==> src/rtl/instruction_fetch.sv <==
// instruction_fetch
//   Fetch/decode controller between the instruction-pointer stage, the
//   program ROM and the execute stage. It issues one ROM read per
//   instruction, waits (with a timeout) for the ROM to answer, and latches
//   the returned word into opcode/flags/operand. It then holds the
//   instruction valid until execute reports completion, and finally
//   strobes the pointer stage to advance, branch or jump.
//
// Ports
//   clk, resetn          clock, asynchronous active-low reset
//   instruction_pointer  program address sampled in the REQ cycle
//   rom_data, rom_valid  ROM read response
//   exec_done            execute stage finished the current instruction
//   rom_req, rom_addr    ROM read request and address
//   instr_valid          opcode/flags/operand valid (EXEC state)
//   opcode/flags/operand latched instruction fields
//   enable               one-cycle pointer advance strobe
//   branch_select        conditional-branch qualifier (opcode 1)
//   atc_out              unconditional-jump request (opcode 2)
//   address              branch/jump target (mirrors operand)
//   fetch_error          sticky ROM timeout flag
//   halted               FSM parked in HALT
module instruction_fetch #(
  parameter int INSTR_W = 16,
  parameter int TIMEOUT = 15
) (
  input  logic               clk,
  input  logic               resetn,
  input  logic [7:0]         instruction_pointer,
  input  logic [INSTR_W-1:0] rom_data,
  input  logic               rom_valid,
  input  logic               exec_done,
  output logic               rom_req,
  output logic [7:0]         rom_addr,
  output logic               instr_valid,
  output logic [3:0]         opcode,
  output logic [3:0]         flags,
  output logic [7:0]         operand,
  output logic               enable,
  output logic               branch_select,
  output logic               atc_out,
  output logic [7:0]         address,
  output logic               fetch_error,
  output logic               halted
);

  // state   | meaning
  // IDLE    | one cycle after reset release
  // REQ     | ROM request, sample pointer, clear timeout
  // WAIT    | waiting for rom_valid, counting timeout
  // EXEC    | instruction valid until exec_done
  // ADVANCE | pointer strobe (advance / branch / jump)
  // HALT    | terminal until reset (opcode F or timeout)
  typedef enum logic [2:0] {
    S_IDLE, S_REQ, S_WAIT, S_EXEC, S_ADVANCE, S_HALT
  } state_t;

  // Timeout fires on the WAIT cycle whose increment would reach TIMEOUT,
  // so a word arriving on that same cycle still wins.
  localparam logic [7:0] TMO_LAST = 8'(TIMEOUT - 1);

  state_t     state, state_nxt;
  logic [7:0] addr_q;
  logic [7:0] tmo_cnt;

  always_ff @(posedge clk or negedge resetn) begin
    if (!resetn) begin
      state       <= S_IDLE;
      addr_q      <= 8'h00;
      tmo_cnt     <= 8'h00;
      opcode      <= 4'h0;
      flags       <= 4'h0;
      operand     <= 8'h00;
      fetch_error <= 1'b0;
    end else begin
      state <= state_nxt;
      case (state)
        S_REQ: begin
          addr_q  <= instruction_pointer;
          tmo_cnt <= 8'h00;
        end
        S_WAIT: begin
          if (rom_valid) begin
            opcode  <= rom_data[15:12];
            flags   <= rom_data[11:8];
            operand <= rom_data[7:0];
          end else if (tmo_cnt == TMO_LAST) begin
            fetch_error <= 1'b1;
          end else begin
            tmo_cnt <= tmo_cnt + 8'd1;
          end
        end
        default: ;
      endcase
    end
  end

  always_comb begin
    state_nxt     = state;
    rom_req       = 1'b0;
    rom_addr      = addr_q;
    instr_valid   = 1'b0;
    enable        = 1'b0;
    branch_select = 1'b0;
    atc_out       = 1'b0;
    halted        = 1'b0;
    case (state)
      S_IDLE: state_nxt = S_REQ;
      S_REQ: begin
        // Present the live pointer in the request cycle; addr_q holds it after.
        rom_req   = 1'b1;
        rom_addr  = instruction_pointer;
        state_nxt = S_WAIT;
      end
      S_WAIT: begin
        if (rom_valid)                 state_nxt = S_EXEC;
        else if (tmo_cnt == TMO_LAST)  state_nxt = S_HALT;
      end
      S_EXEC: begin
        instr_valid = 1'b1;
        if (exec_done) state_nxt = (opcode == 4'hF) ? S_HALT : S_ADVANCE;
      end
      S_ADVANCE: begin
        enable        = 1'b1;
        branch_select = (opcode == 4'h1);
        atc_out       = (opcode == 4'h2);
        state_nxt     = S_REQ;
      end
      S_HALT: halted = 1'b1;
      default: state_nxt = S_IDLE;
    endcase
  end

  assign address = operand;

endmodule
==> config.mk <==
export PLATFORM = sky130hd
export DESIGN_NAME = instruction_fetch
export DESIGN_NICKNAME = d
export VERILOG_FILES = /design/src/rtl/instruction_fetch.sv
export SDC_FILE = /design/constraint.sdc
export NUM_CORES = 1
export LEC_CHECK = 0
export ABC_AREA = 1
export CAP_MARGIN = 5
export CORE_MARGIN = 10
export CORE_UTILIZATION = 44
export DETAILED_ROUTE_END_ITERATION = 10
export PLACE_DENSITY_LB_ADDON = 0.05
export SKIP_CTS_REPAIR_TIMING = 1
export SLEW_MARGIN = 20
export SYNTH_ARGS = -nofsm -noshare
export SYNTH_HDL_FRONTEND = slang
export SYNTH_SLANG_ARGS = --single-unit
export TNS_END_PERCENT = 100
==> constraint.sdc <==
create_clock -name clk -period 1.33 [get_ports clk]
set_input_delay 0.133 -clock clk [delete_from_list [all_inputs] [get_ports clk]]
set_output_delay 0.133 -clock clk [all_outputs]
set_load 0.005 [all_outputs]
---- Yosys cells after proc, flatten, opt, wreduce, memory -nomap -nowiden ----
Cells that the tools add are included.
operators by class
  add/subtract/negate cells ............... 1
  equality and inequality tests ........... 13
  muxes and demuxes ....................... 15
  bitwise gates (word level) .............. 2
  reductions and logical operators ........ 7
operators by type and width
  kind                                                  number
  two-way mux 8 bit                                     3
  case mux 8 bit (2 select lines)                       1
  case mux 3 bit (5 select lines)                       1
  two-way mux 3 bit                                     3
  AND reduction 3 bit                                   3
  adder 8 x 1 -> 8 bit (second input constant)          1
  equality test 8 x 4 -> 1 bit (second input constant)  1
  two-way mux 1 bit                                     7
  equality test 3 x 2 -> 1 bit (second input constant)  2
  equality test 3 bit (second input constant)           2
  inequality test 2 bit (second input constant)         3
  equality test 4 x 1 -> 1 bit (second input constant)  1
  equality test 4 x 2 -> 1 bit (second input constant)  1
  equality test 4 bit (second input constant)           1
  equality test 3 x 1 -> 1 bit (second input constant)  1
  zero test 3 bit                                       1
  inequality test 3 bit (second input constant)         1
  inverter 1 bit                                        2
  AND reduction 2 bit                                   1
  nonzero test 2 bit                                    1
  OR reduction 2 bit                                    1
word-level totals
  flip-flop bits (word level) ............. 36
  input bits .............................. 28
  output and inout port bits .............. 39
  word-level logic and storage cells ...... 45

---- Depth between registers and ports, before layout ----
  depth after elaboration ................. 4
  gate-level depth with buffers ........... 8
  depth with buffers taken out ............ 8

---- Worst setup path before layout ----
No wires, ideal clock.
  kind .................................... register to register
  start ................................... register tmo_cnt[0]
  end ..................................... register tmo_cnt[3]
  library setup time ...................... 122 ps
  arrival time ............................ 1098 ps
  data required time ...................... 1208 ps
  path slack .............................. 111 ps
  stages on the path, launching flop included .. 8
  path buffers ............................ 1
  clock period less this slack ............ 1219 ps
  path through ............................ dfrtp_1 > inv_1 > ha_1 > nand4_4 > nand2_4 > buf_8 > nand3_1 > o21ai_1
on the way
  word-level cells in the longest chain between the ends .. 4
  elaborated cells between the ends (all ways) .. 7
  classes of those cells .................. 1 x add/sub; 2 x eq/ne; 3 x mux; 1 x reduce/logical
ends and longest elaborated chain
  what                             RTL line  source
  start: declaration               64        logic [7:0] tmo_cnt;
  start signal: assignment         90        tmo_cnt <= tmo_cnt + 8'd1;
  adder 8 x 1 -> 8 bit             90
  two-way mux 8 bit                87        end else if (tmo_cnt == TMO_LAST) begin
  two-way mux 8 bit                83        if (rom_valid) begin
  case mux 8 bit (2 select lines)  77        case (state)
Parallel ways exist; a longest one is shown, timed or not. The select of a mux whose other input is x is not followed.
A chain may end at the register's enable or synchronous reset.

---- Worst setup path in the final report ----
  start ................................... register state[1]
  end ..................................... output port rom_addr[7]
on the way
  word-level cells in the longest chain between the ends .. 2
ends and longest elaborated chain
  what                          RTL line  source
  start: declaration            62        state_t state, state_nxt;
  start signal: assignment      76        state <= state_nxt;
  equality test 3 x 1 -> 1 bit  107       case (state)
  two-way mux 8 bit             --
  end: declaration              34        output logic [7:0] rom_addr,
No other way between the ends.

==> metrics.txt <==
Leak Pwr 0.00182 uW; Syn Nets 249; Iter 0 DRT Violations 75; Period minus WS final 1.51 ns; clk_skew 0.00727 ns; largest net degree at the start of global routing 37; Critical Path End rom_addr[7]; die area 7050 um^2; routability cong. 0.777; VDD IR max 0.600 mV; Final #Nets 362; Hold WC Path Type input port to flip-flop; Final HPWL DP 3450 um; post-place setup slack -0.245 ns; hold depth 3; register bit total from synthesis 36; initial antenna violation count 0; Mapped Area 1800 um^2; clk_lat worst skew 0.29 ns; crit path launch type flip-flop; Critical Path Fanout Max 4; Final Hold Fails 0; Synth Instances 219; Power per Cell Area 644 nW/um^2; Worst Setup SP state[1]; cell count of the worst reg-to-reg path 10; CTS Buf Count 5; drt drc 0; Post-synth EDFFs 0; share of flip-flops with an asynchronous set or reset 1.00; worst slew pin tran 0.462 ns; Crit path required time 1.20 ns; Initial Utilization 0.453; max-slew violations 0; Primary FF master, synth dfrtp_1; share of cells above drive strength 1 0.360; Die X-Extent 84.0 um; Root Driver clkbuf_8; crit end category output port; vias in the first global route 1704; Clock transition at path regs 0.07 ns; Setup TNS -5.56 ns; worst hold slack 0.369 ns; post-route ant nets 0; Ant. Diodes 0; unrepaired setup endpoints after global routing true; YS warnings 0; Slowest cell on crit path dfrtp_1; clock sink count 36; vias per cell 4.64; end of the worst register-to-register path tmo_cnt[3]; CP Class flip-flop to output port; Layout area overhead 73.6%; Max Freq 0.660 GHz; Critical Path Max Stage Delay 0.39 ns; Rel. slew slack 0.692; GR Overflow Total 0; most used cell, CP buf_6; setup ws final -0.185 ns; TritonRoute pass-1 iters 4; via count 1778; WL per Instance 13.8 um; R2R setup slack -0.17 ns; failing checks negative setup slack; TritonCTS clock tree built; CTS H-tree depth 2; status complete, but fails checks; Cell Rows 23; CP Cell Sequence inv_2 > buf_6 > nand3_4 > buf_6 > nand2_1 > nand2_2 > buf_6; MaxCap Viol Count 0; r2r startpoint state[2]; GRT Overall Usage 0.131; sequential cell area fraction in the yosys report 0.500; IO buf count 66; period utilization 1.14; num ports 67; Layout Utilization 0.787; Setup violations, final 42; die height 84.0 um; core footprint 3970 um^2; final wirelength 5290 um; Yosys cell types 30; Avg Inst Size Synth 8.22 um^2; Max Root-Sink Buffers 2; crit path DAT 1.38 ns; global-route wire length before repair 7760 um
==> flip-flops by register name, indices dropped and copies added, names as in the netlist <==
| register | count |
|---|---|
| fetch_error | 1 |
| address | 8 |
| flags | 4 |
| state | 3 |
| opcode | 4 |
| addr_q | 8 |
| tmo_cnt | 8 |
==> worst max-delay path: cells and delay by family, from the launching register on <==
family / cells / cell delay, ns
buffers and inverters: 4 / 0.45
DFF: 1 / 0.39
and+or+nand+nor: 3 / 0.25
==> cell families (layout without fill, tap and decap cells) <==
| kind of cell | after synthesis | after routing | share of synthesized area |
|---|---|---|---|
| AOI/OAI and AO/OA | 10 | 10 | 0.0347 |
| xor gates and xnor gates | 3 | 3 | 0.0146 |
| adders and majority gates | 2 | 2 | 0.0139 |
| buffers and inverters | 28 | 141 | 0.0917 |
| DFF | 36 | 36 | 0.500 |
| and+or+nand+nor | 140 | 141 | 0.345 |
==> cell usage in the layout, fill, tap and decap left out, types with 4 or more instances in the layout <==
cell	instances
buf_4	35
clkdlybuf4s50_1	33
inv_1	8
dlymetal6s2s_1	19
nand3_2	5
nand3_1	6
nor2_1	10
buf_2	7
clkbuf_8	6
nand2_2	15
nor2_2	4
buf_6	18
dfrtp_1	36
nand2_1	87
==> metrics by stage <==
step	area, um^2	instances	total power (uW)
2_1_floorplan	1800	219	1120
3_3_place_gp	2650	354	1230
3_5_place_dp	2650	354	1230
4_1_cts	2750	362	2020
5_1_grt	3130	383	2100
6_report	3130	383	2010
==> cell type report <==
cell class	instances	area, um^2
fillers	278	846
well taps	50	62.6
clock buffers	6	82.6
multi-input cells	156	878
flip-flops and latches	36	901
clock inverters	2	10.0
repair buffers	114	1080
inverters	16	83.8
repair inverters	3	23.8
==> worst min path at each step <==
| stage | from | to |
|---|---|---|
| 2_1_floorplan | resetn | addr_q[0] |
| 6_report | rom_data[0] | address[0] |
| 5_1_grt | rom_data[5] | address[5] |
| 3_3_place_gp | resetn | tmo_cnt[6] |
| 4_1_cts | resetn | tmo_cnt[6] |
| 3_5_place_dp | resetn | tmo_cnt[6] |
==> power breakdown <==
group | internal [uW] | switching [uW] | leakage (uW)
clock network | 413 | 389 | 0.0000510
registers | 1100 | 0.822 | 0.000443
logic | 76.7 | 38.5 | 0.00133
==> routing by layer <==
layer	wire length [um]	vias up	global-route usage	share of wire
li1	-	891	-	-
met1	2070	826	0.140	0.39
met2	2710	57	0.215	0.51
met3	473	4	0.0791	0.089
met4	40	0	0.0274	0.0076
met5	0	-	0	0
==> cell usage after synthesis, types with 2 or more instances <==
master	instances	area, um^2
ha_1	2	25.0
inv_1	10	37.5
a21oi_1	3	15.0
nand3_1	11	55.1
buf_4	9	67.6
xnor2_1	3	26.3
nor2_1	13	48.8
dfrtp_1	36	901
nand2_4	2	22.5
nand2_1	104	390
o21ai_2	2	17.5
inv_2	4	15.0
nand3_2	2	20.0
o21ai_0	2	10.0
No activity file was read; power rests on OpenSTA's default activity.
